File: src/rtl/decode_ctrl.sv
// decode_ctrl: one-entry registered RV32I decode stage with a ready/valid
// handshake on both sides and a RUN/TRAP controller. The controller stops
// intake after an illegal instruction is loaded, until the trap handler
// acknowledges it.

// Immediate-format encodings. They are shared with imm_sel.vh consumers and
// guarded so an earlier definition takes precedence.
`ifndef I_TYPE
`define I_TYPE 3'd0
`endif
`ifndef S_TYPE
`define S_TYPE 3'd1
`endif
`ifndef B_TYPE
`define B_TYPE 3'd2
`endif
`ifndef U_TYPE
`define U_TYPE 3'd3
`endif
`ifndef J_TYPE
`define J_TYPE 3'd4
`endif

module decode_ctrl (
  input  logic        clk,
  input  logic        rst,
  input  logic        in_valid,
  input  logic [31:0] in_inst,
  output logic        in_ready,
  output logic        out_valid,
  input  logic        out_ready,
  output logic [24:0] out_inst,
  output logic [2:0]  imm_sel,
  output logic        reg_wen,
  output logic        mem_rd,
  output logic        mem_wr,
  output logic        branch,
  output logic        jump,
  output logic        illegal,
  input  logic        flush,
  input  logic        trap_ack,
  output logic        trap_pending
);

  typedef enum logic {RUN = 1'b0, TRAP = 1'b1} state_t;

  state_t      state_reg, state_next;
  logic        out_valid_reg;
  logic [24:0] out_inst_reg;
  logic [2:0]  imm_sel_reg;
  logic [4:0]  flags_reg;      // {reg_wen, mem_rd, mem_wr, branch, jump}
  logic        illegal_reg;

  logic [2:0]  dec_imm_sel;
  logic [4:0]  dec_flags;
  logic        dec_illegal;
  logic        load;

  // Intake is open only in RUN, not during a redirect, and when the slot is
  // free or being drained this cycle (full throughput).
  assign in_ready = (state_reg == RUN) && !flush && (!out_valid_reg || out_ready);
  assign load     = in_valid && in_ready;

  // Opcode decode of the incoming instruction.
  always_comb begin
    dec_imm_sel = `I_TYPE;
    dec_flags   = 5'b00000;
    dec_illegal = 1'b0;
    case (in_inst[6:0])
      7'b0110111: begin dec_imm_sel = `U_TYPE; dec_flags = 5'b10000; end // LUI
      7'b0010111: begin dec_imm_sel = `U_TYPE; dec_flags = 5'b10000; end // AUIPC
      7'b1101111: begin dec_imm_sel = `J_TYPE; dec_flags = 5'b10001; end // JAL
      7'b1100111: begin dec_imm_sel = `I_TYPE; dec_flags = 5'b10001; end // JALR
      7'b1100011: begin dec_imm_sel = `B_TYPE; dec_flags = 5'b00010; end // BRANCH
      7'b0000011: begin dec_imm_sel = `I_TYPE; dec_flags = 5'b11000; end // LOAD
      7'b0100011: begin dec_imm_sel = `S_TYPE; dec_flags = 5'b00100; end // STORE
      7'b0010011: begin dec_imm_sel = `I_TYPE; dec_flags = 5'b10000; end // OP-IMM
      7'b0110011: begin dec_imm_sel = `I_TYPE; dec_flags = 5'b10000; end // OP
      default:    dec_illegal = 1'b1;
    endcase
  end

  // Controller next state: enter TRAP when an illegal op is loaded, leave on
  // trap_ack; a flush always returns to RUN.
  always_comb begin
    state_next = state_reg;
    case (state_reg)
      RUN:     if (load && dec_illegal) state_next = TRAP;
      TRAP:    if (trap_ack) state_next = RUN;
      default: state_next = RUN;
    endcase
    if (flush) state_next = RUN;
  end

  // Controller state register.
  always_ff @(posedge clk) begin
    if (rst) state_reg <= RUN;
    else     state_reg <= state_next;
  end

  // Decode entry: flush beats load, load beats consume, otherwise hold.
  // Payload fields keep their last value when the entry empties; only
  // out_valid and illegal drop.
  always_ff @(posedge clk) begin
    if (rst) begin
      out_valid_reg <= 1'b0;
      out_inst_reg  <= '0;
      imm_sel_reg   <= `I_TYPE;
      flags_reg     <= '0;
      illegal_reg   <= 1'b0;
    end else if (flush) begin
      out_valid_reg <= 1'b0;
      illegal_reg   <= 1'b0;
    end else if (load) begin
      out_valid_reg <= 1'b1;
      out_inst_reg  <= in_inst[31:7];
      imm_sel_reg   <= dec_imm_sel;
      flags_reg     <= dec_flags;
      illegal_reg   <= dec_illegal;
    end else if (out_valid_reg && out_ready) begin
      out_valid_reg <= 1'b0;
      illegal_reg   <= 1'b0;
    end
  end

  assign out_valid    = out_valid_reg;
  assign out_inst     = out_inst_reg;
  assign imm_sel      = imm_sel_reg;
  assign reg_wen      = flags_reg[4];
  assign mem_rd       = flags_reg[3];
  assign mem_wr       = flags_reg[2];
  assign branch       = flags_reg[1];
  assign jump         = flags_reg[0];
  assign illegal      = illegal_reg;
  assign trap_pending = (state_reg == TRAP);

endmodule

File: config.mk
export PLATFORM = sky130hd
export DESIGN_NAME = decode_ctrl
export DESIGN_NICKNAME = d
export VERILOG_FILES = /design/src/rtl/decode_ctrl.sv
export SDC_FILE = /design/constraint.sdc
export NUM_CORES = 1
export LEC_CHECK = 0
export ABC_AREA = 1
export CORE_ASPECT_RATIO = 0.9
export CORE_MARGIN = 5
export CORE_UTILIZATION = 41
export CTS_BUF_LIST = sky130_fd_sc_hd__clkbuf_2
export DETAILED_ROUTE_END_ITERATION = 12
export PLACE_DENSITY = 0.89
export SYNTH_ARGS = -nofsm -noshare
export SYNTH_HDL_FRONTEND = slang
export SYNTH_SLANG_ARGS = --single-unit
File: constraint.sdc
create_clock -name clk -period 1.2 [get_ports clk]
set_input_delay 0.24 -clock clk [delete_from_list [all_inputs] [get_ports clk]]
set_output_delay 0.24 -clock clk [all_outputs]
set_load 0.005 [all_outputs]
==> out/qor.yml, run 1 <==
htree_levels: 2
finalSetupTns_ns: -3.40
fmax_mhz: 726
drtPass1Iterations: 4
grt-ovfl-total: 0
grt_first_pass_wirelength_um: 6450
p_leak_nw: 1.09
hold_viol: 0
netlist_area_um2: 1460
syn_avg_cell_area_um2: 7.95
grt_max_degree: 18
ys_types: 21
maxCapViolCount: 0
clk_latency_ns: 0.38
start_util_pct: 43.0
min_period_ns: 1.38
die-area_um2: 4860
first_iter_violations: 72
n_antenna_cell: 0
rsz0062_at_grt: "true"
worst_slack_ns: -0.177
io_pins: 75
groute.usage.overall_pct: 17.0
cts.sinks: 36
die_h_um: 66.7
final.setup_skew_ns: 0.0138
core_um2: 3400
cp.required_ns: 0.96
r2r_start: "trap_pending"
synth_top_area_share_pct: 49.3
outcome: "finished, violations left"
n_fill_cell: 292
drive_gt1_share_pct: 52.4
arrival_ns: 1.14
drc: 0
slew_headroom_pct: 84.1
postSynthCellCount: 184
cts_buffer_depth: 2
grt_pass1_vias: 1448
nNetsFinal: 325
worst_pin_slew_ns: 0.238
ys_ff_latch: 36
crit_fanout: 2
maxSlewViolCount: 0
root_buffer: "clkbuf_2"
wire_per_inst_um: 13.1
hp-class: "input pin to register"
path_clk_slew_ns: 0.20
final_util_pct: 73.2
placementRows: 20
largest_register_ffs: 25
yosysTopAreaCell: "dfxtp_1"
cp-startpoint: "trap_pending"
cts_made_buffers: 5
routed_wl_um: 4350
yosysWarnings: 0
period_share_pct: 115
setup_viol: 37
power.density_nw_per_um2: 933
synthTopCellsByArea: "dfxtp_1 49%, nand2_1 14%, a21oi_1 8.6%, a21oi_2 5.4%, nand2_2 4.3%"
area_delta_synth_final_pct: 70.4
numPortBuffers: 74
viasPerCell: 4.70
end_kind: "output port"
syn-num-nets: 222
ir_drop_uv: 597
max_stage_delay_ns: 0.36
chipWidth_um: 73.0
path_cells: "buf_6 > nor2_4 > nand2_1 > inv_1 > buf_2"
worstSetupPathType: "register to output port"
antenna_found_initial: 0
dp_hpwl_um: 3040
ant_nets: 0
vias: 1560
cp_slowest_cell: "dfxtp_2"
final_cell_mix: "55 x nand2_1, 37 x clkdlybuf4s50_1, 36 x dfxtp_2, 24 x clkbuf_2, 21 x a21oi_2"
min_from: "in_inst[16]"
routabilityCongestion: 0.742
violations: "negative setup slack"
final_common_cell: "nand2_1"
cts_tree: "built"
yosysSeqAreaShare_pct: 49.3
cp-start-kind: "register"
==> area by class of cell <==
class,count,area [um^2],area share (%)
clock inverters,3,18.8,0.753
repair inverters,1,6.26,0.251
clock buffers,5,25.0,1.00
repair buffers,105,880,35.3
multi-input cells,127,693,27.8
well taps,44,55.1,2.21
inverters,11,48.8,1.96
flip-flops and latches,36,766,30.7
==> per-stage QoR <==
stage / total power (W) / cell area [um^2] / cells / hold slack (ns) / worst slack [ns]
3_5_place_dp: 0.00177 / 2370 / 310 / 0.454 / -0.469
4_1_cts: 0.00231 / 2470 / 323 / 0.357 / -0.174
6_report: 0.00233 / 2490 / 332 / 0.380 / -0.177
5_1_grt: 0.00245 / 2490 / 332 / 0.349 / -0.238
2_1_floorplan: 0.00146 / 1460 / 184 / 0.376 / 0.143
3_3_place_gp: 0.00176 / 2370 / 310 / 0.450 / -0.432
==> per-layer routing <==
layer	up-vias	routed length (um)	track usage, %
li1	793	-	-
met4	0	17	4.15
met5	-	0	0
met2	54	2100	28.3
met3	3	376	5.73
met1	710	1860	21.0
==> final timing paths <==
check / to / slack [ns] / depth (start not counted)
setup reg to reg: out_inst[22] / -0.14 / 9
hold / removal: out_inst[9] / 0.38 / 3
hold reg to reg: imm_sel[1] / 0.47 / 2
setup / recovery: in_ready / -0.18 / 5
==> synth_stat cells <==
cell and instances:
o21ai_0 3, a21oi_1 25, or2_0 1, buf_6 3, or2_2 1, o21a_1 1
dfxtp_1 36, a21oi_2 9, nor2_4 1, nand4_1 1, nor2_2 1, nor2_1 9
nand2_2 10, nand3_1 8, nand3_4 1, buf_2 4, clkbuf_1 3, o211a_1 1
nand2_1 55, inv_1 10, inv_4 1
==> repair_timing <==
action | in CTS | in global routing
hold buffers | 0 | 0
gates resized for setup | 153 | 38
setup buffers | 5 | 7
endpoints found under the hold margin | 0 | 0
pin swaps | 3 | 1
cloned | 0 | 2
setup endpoints to repair | 45 | 61
==> critical path: cells and delay by family, from the launching register on <==
kind                   cells  cell delay, ns
and+or+nand+nor            2            0.14
buffers and inverters      3            0.26
DFF                        1            0.36
==> logic make-up (layout without fill, tap and decap cells) <==
group / count (synthesis) / in the layout / share of synthesized area (%)
simple gates: 88 / 88 / 27.1
flops: 36 / 36 / 49.3
buf+inv: 21 / 125 / 7.44
compound gates: 39 / 39 / 16.2
==> report_power, final <==
group	internal [W]	leakage, nW	switching (W)
Sequential	0.00126	0.309	0.0000262
Combinational	0.000281	0.748	0.000209
Clock	0.000141	0.0327	0.000414
(Power assumes the default switching activity.)
==> inputs of run 2 (changes only) <==
CORE_UTILIZATION = 37   (was 41)
PLACE_DENSITY = 0.85   (was 0.89)
clock period = 1.15 ns   (was 1.2 ns; I/O delays follow)
==> run 2 against run 1 <==
Compared with the run above:
- clock-buffer cell count unchanged
- clock power up 3%
- power up 3.9%
- the flow still finishes with violations (negative setup slack)
==> out/qor.yml, run 2 (same netlist as run 1, synthesis figures left out) <==
violations: "negative setup slack"
p_sw_w: 0.000665  # +2.4%
cts_buffer_depth: 2  # unchanged
maxSlewViolCount: 0  # unchanged
largest_register_ffs: 25  # unchanged
viasPerCell: 4.72  # +0.38%
final_area_um2: 2460  # -1.3%
start_util_pct: 38.9  # -4.1 points
multi_input_area_um2: 691  # -0.36%
fmax_mhz: 717
die_h_um: 69.6  # +4.5%
r2r_start: "trap_pending"
path_clk_slew_ns: 0.19  # about the same
maxCapViolCount: 0  # unchanged
period_share_pct: 121
outcome: "finished, violations left"
drc: 0  # unchanged
placed_area_um2: 2390  # +1.2%
grt_pass1_vias: 1598  # +10%
final_cell_mix: "53 x nand2_1, 37 x clkdlybuf4s50_1, 36 x dfxtp_2, 36 x buf_2, 19 x a21oi_2"
reg2reg_depth: 9  # unchanged
cp.required_ns: 1.44  # +0.48 ns
rsz0062_at_grt: "true"
hp-class: "input pin to register"
worstSetupPathType: "register to register"
cts_made_buffers: 5  # unchanged
clk_latency_ns: 0.35  # -0.03 ns
first_iter_violations: 41  # -43%
min_period_ns: 1.39
p_leak_nw: 1.08  # -1.3%
regArea_um2: 766  # unchanged
drtPass1Iterations: 4  # unchanged
numPortBuffers: 74  # unchanged
slew_headroom_pct: 83.7  # -0.40 points
n_fill_cell: 347  # +19%
p_seq_share_pct: 55.2  # about the same
htree_levels: 2  # unchanged
grt-ovfl-total: 0  # unchanged
antenna_found_initial: 0  # unchanged
root_buffer: "clkbuf_2"
n_antenna_cell: 0  # unchanged
final_cells: 328  # -1.2%
crit_fanout: 10  # +8
final_util_pct: 65.5  # -7.8 points
core_um2: 3760  # +10%
placementRows: 21  # +5.0%
min_path_cells: 3  # unchanged
wire_per_inst_um: 13.2  # +0.73%
power.density_nw_per_um2: 982  # +5.2%
arrival_ns: 1.69  # +0.55 ns
dp_cells: 312  # +0.65%
cp-start-kind: "register"
setup_viol: 38  # +2.7%
routabilityCongestion: 0.813  # +9.6%
drive_gt1_share_pct: 51.4  # -1.0 points
cts_tree: "built"
vias: 1547  # -0.83%
hold_viol: 0  # unchanged
p_comb_share_pct: 21.1  # about the same
chipWidth_um: 76.3  # +4.5%
grt_max_degree: 17  # -1
r2r-end: "out_inst[6]"
die-area_um2: 5310  # +9.2%
final.setup_skew_ns: 0.00954  # -0.00427 ns
io_pins: 75  # unchanged
end_kind: "register"
final_common_cell: "nand2_1"
ant_nets: 0  # unchanged
p_sw_share_pct: 27.5  # -0.38 points
reg2reg_slack_ns: -0.24  # -0.10 ns
routed_wl_um: 4330  # -0.48%
cts.sinks: 36  # unchanged
grt_first_pass_wirelength_um: 7170  # +11%
area_delta_synth_final_pct: 68.2
dp_hpwl_um: 3190  # +5.1%
groute.usage.overall_pct: 15.9  # -1.1 points
p_clk_share_pct: 23.7  # about the same
nNetsFinal: 319  # -1.8%
worst_slack_ns: -0.245  # -0.0682 ns
worst_pin_slew_ns: 0.244  # +0.00612 ns
min_from: "in_inst[14]"
min_to: "out_inst[7]"
power.internal_w: 0.00175  # +4.4%
ir_drop_uv: 787  # +32%
-- run 2: cell count changes in the layout (fill, tap and decap cells not counted), sizes merged --
| cell | previous run | this run |
|---|---|---|
| clkbuf | 25 | 5 |
| buf | 48 | 63 |
| inv | 12 | 11 |
-- run 2: how the worst max path moves through the flow --
stage	from	to
2_1_floorplan	trap_pending	imm_sel[2]
3_5_place_dp	flush	in_ready
6_report	trap_pending	out_inst[6]
5_1_grt	trap_pending	out_inst[4]
3_3_place_gp	out_ready	in_ready
4_1_cts	trap_pending	in_ready
-- run 2: per-stage QoR --
step / total power, W / setup slack [ns] / setup TNS [ns] / hold slack (ns)
global route: 0.00254 / -0.317 / -10.27 / 0.349
detailed placement: 0.00186 / -0.509 / -15.28 / 0.453
CTS: 0.00243 / -0.244 / -7.50 / 0.357
floorplan: 0.00153 / 0.0928 / 0 / 0.366
finish: 0.00242 / -0.245 / -7.63 / 0.398
global placement: 0.00185 / -0.458 / -13.58 / 0.448
-- run 2: cell type report --
| cell class | count | share of cell area (%) |
|---|---|---|
| Sequential cell | 36 | 31.1 |
| Multi-Input combinational cell | 127 | 28.1 |
| Inverter | 11 | 1.98 |
| Tap cell | 46 | 2.34 |
| Clock inverter | 3 | 0.763 |
| Clock buffer | 5 | 1.02 |
| Timing Repair Buffer | 100 | 34.7 |
-- run 2: layer usage --
metal | track usage (%) | vias to the layer above | part of all wire [%] | routed length, um
met5 | 0 | - | 0 | 0
met4 | 3.30 | 0 | 0.42 | 18
met3 | 6.88 | 4 | 7.8 | 338
met2 | 28.4 | 53 | 52 | 2270
met1 | 17.2 | 711 | 39 | 1700
li1 | - | 779 | - | -
-- run 2: power by group through the flow --
| stage | clock (W) | combinational [W] | sequential [W] |
|---|---|---|---|
| 2_1_floorplan | 0 | 0.000168 | 0.00136 |
| 3_3_place_gp | 0 | 0.000497 | 0.00135 |
| 3_5_place_dp | 0 | 0.000507 | 0.00135 |
| 4_1_cts | 0.000598 | 0.000499 | 0.00133 |
| 5_1_grt | 0.000638 | 0.000557 | 0.00134 |
| 6_report | 0.000572 | 0.000510 | 0.00133 |
-- run 2: worst max-delay path: stages, from the launching register on --
cell and delay (ns):
dfxtp_2 0.37, buf_6 0.11, nor2_4 0.08, buf_4 0.11
buf_6 0.09, nand3_4 0.13, inv_8 0.14, buf_12 0.13
nand2_1 0.06, a21oi_2 0.10
-- run 2: what timing repair did --
item | in CTS | in global routing
gates resized for setup | 200 | 13
setup endpoints to repair | 72 | 38
pin swaps | 6 | 1
hold buffers | 0 | 0
setup buffers | 8 | 1
==> inputs of run 3 (changes only) <==
CTS_BUF_LIST = sky130_fd_sc_hd__clkbuf_8   (was sky130_fd_sc_hd__clkbuf_2)
==> run 3 against run 2 <==
Compared with the run above:
- the flow still finishes with violations (negative setup slack)
- critical path depth down 4
- sequential share of layout area down 4.1 points
- combinational power up 10%
- highest routed layer unchanged
- die area unchanged
- worst hold slack better by 0.0083 ns
- largest power group unchanged
==> out/qor.yml, run 3 (same netlist as run 1, synthesis figures left out) <==
drc: 0  # unchanged
end_kind: "output port"
clk_latency_ns: 0.29  # -0.06 ns
die-area_um2: 5310  # unchanged
hold_viol: 0  # unchanged
violations: "negative setup slack"
min_period_ns: 1.26  # -0.137 ns
rsz0062_at_grt: "true"
ant_nets: 0  # unchanged
cts_hold_buf: 0  # unchanged
chipWidth_um: 76.3  # unchanged
hp-class: "input pin to register"
grt_max_degree: 17  # unchanged
min_from: "out_ready"
period_share_pct: 109  # -12 points
numPortBuffers: 74  # unchanged
cts_tree: "built"
reg2reg_depth: 6  # -3
start_util_pct: 38.9  # unchanged
reg2reg_slack_ns: -0.10  # +0.14 ns
dp_hpwl_um: 3190  # unchanged
path_clk_slew_ns: 0.07  # -0.12 ns
final.setup_skew_ns: 0.00618  # -0.00336 ns
root_buffer: "clkbuf_8"
crit_fanout: 2  # -8
drtPass1Iterations: 4  # unchanged
cts_made_buffers: 5  # unchanged
power.density_nw_per_um2: 1030  # +4.4%
total_power_w: 0.00277  # +15%
largest_register_ffs: 25  # unchanged
arrival_ns: 1.03  # -0.66 ns
r2r-end: "imm_sel[2]"
place_ws_ns: -0.509  # unchanged
htree_levels: 2  # unchanged
placementRows: 21  # unchanged
cts_buffer_depth: 2  # unchanged
grt_first_pass_wirelength_um: 7200  # +0.38%
die_h_um: 69.6  # unchanged
routabilityCongestion: 0.813  # unchanged
cts.sinks: 36  # unchanged
fmax_mhz: 795  # +11%
first_iter_violations: 41  # unchanged
drive_gt1_share_pct: 38.4  # -13 points
holdWs_ns: 0.406  # +0.00834 ns
r2r_start: "out_valid"
worst_pin_slew_ns: 0.254  # +0.00953 ns
final_area_um2: 2700  # +9.9%
n_antenna_cell: 0  # unchanged
worst_slack_ns: -0.108  # +0.137 ns
min_path_cells: 4  # +1
maxSlewViolCount: 0  # unchanged
maxCapViolCount: 0  # unchanged
placed_area_um2: 2390  # unchanged
setup_viol: 36  # -5.3%
io_pins: 75  # unchanged
final_cell_mix: "40 x nand2_1, 35 x dlygate4sd2_1, 33 x clkdlybuf4s50_1, 28 x dfxtp_1, 27 x a21oi_2"
groute.usage.overall_pct: 16.1  # +0.27 points
max_stage_delay_ns: 0.34  # -0.03 ns
worstSetupPathType: "register to output port"
vias: 1543  # -0.26%
wire_per_inst_um: 14.2  # +7.5%
outcome: "finished, violations left"
finalSetupTns_ns: -1.76  # +5.87 ns
grt-ovfl-total: 0  # unchanged
viasPerCell: 4.79  # +1.6%
area_delta_synth_final_pct: 84.9
grt_pass1_vias: 1611  # +0.81%
core_um2: 3760  # unchanged
cp.required_ns: 0.92  # -0.52 ns
p_leak_nw: 1.24  # +15%
ir_drop_uv: 887  # +13%
nNetsFinal: 313  # -1.9%
slew_headroom_pct: 83.0  # -0.64 points
min_to: "illegal"
cp_slowest_cell: "dfxtp_2"
path_cells: "nor2_4 > buf_6 > nand2_2 > inv_2 > buf_2"
cp-start-kind: "register"
routed_wl_um: 4570  # +5.5%
final_common_cell: "nand2_1"
antenna_found_initial: 0  # unchanged
-- run 3: cell types whose count changed in the layout (fill, tap and decap cells not counted), moves of 5 or more --
| cell | previous run | this run |
|---|---|---|
| a21oi_1 | 15 | 7 |
| dfxtp_1 | 0 | 28 |
| a21oi_2 | 19 | 27 |
| buf_4 | 13 | 8 |
| buf_2 | 36 | 2 |
| clkbuf_8 | 0 | 5 |
| dlygate4sd2_1 | 0 | 35 |
| dfxtp_2 | 36 | 8 |
| nand2_4 | 0 | 12 |
| nand2_1 | 53 | 40 |
| clkbuf_2 | 5 | 0 |
-- run 3: worst max path at each step --
stage	start	to	slack, ns	cells past startpoint
2_1_floorplan	trap_pending	imm_sel[2]	0.09	5
3_3_place_gp	out_ready	in_ready	-0.46	6
3_5_place_dp	flush	in_ready	-0.51	5
4_1_cts	trap_pending	out_inst[9]	-0.13	8
5_1_grt	out_valid	imm_sel[2]	-0.15	6
6_report	trap_pending	in_ready	-0.11	5
-- run 3: area by class of cell --
type | count | area, um^2
Multi-Input combinational cell | 127 | 836
Inverter | 11 | 53.8
Fill cell | 298 | 1050
Clock inverter | 3 | 18.8
Timing Repair Buffer | 94 | 938
Tap cell | 46 | 57.6
Clock buffer | 5 | 68.8
Sequential cell | 36 | 731
-- run 3: worst max-delay path: cells and delay by family, from the launching register on --
family / cells / cell delay [ns]
AND/OR/NAND/NOR: 2 / 0.16
flip-flops: 1 / 0.34
buffers and inverters: 3 / 0.25
-- run 3: per-layer routing --
layer,routed length (um),track usage (%),up-vias
met5,0,0,-
met2,2400,28.4,53
met3,360,7.14,7
met4,40,4.27,0
li1,-,-,768
met1,1770,17.5,715
-- run 3: timing repair --
action,4_1_cts,5_1_grt
pin swaps,14,21
gates resized for setup,96,34
setup endpoints to repair,73,40
setup buffers,2,2
hold endpoints to repair,0,0
-- run 3: where the power goes --
part / switching, W / internal, W / total, W
Clock: 0.000460 / 0.000422 / 0.000882
Sequential: 0.0000261 / 0.00130 / 0.00133
Combinational: 0.000254 / 0.000310 / 0.000563
-- run 3: through the flow --
| step | utilization (%) | cells |
|---|---|---|
| after floorplan | - | 184 |
| after global placement | 63.7 | 312 |
| after detailed placement | 63.7 | 312 |
| after CTS | 69.0 | 321 |
| after global routing | 72.0 | 322 |
| final | 72.0 | 322 |
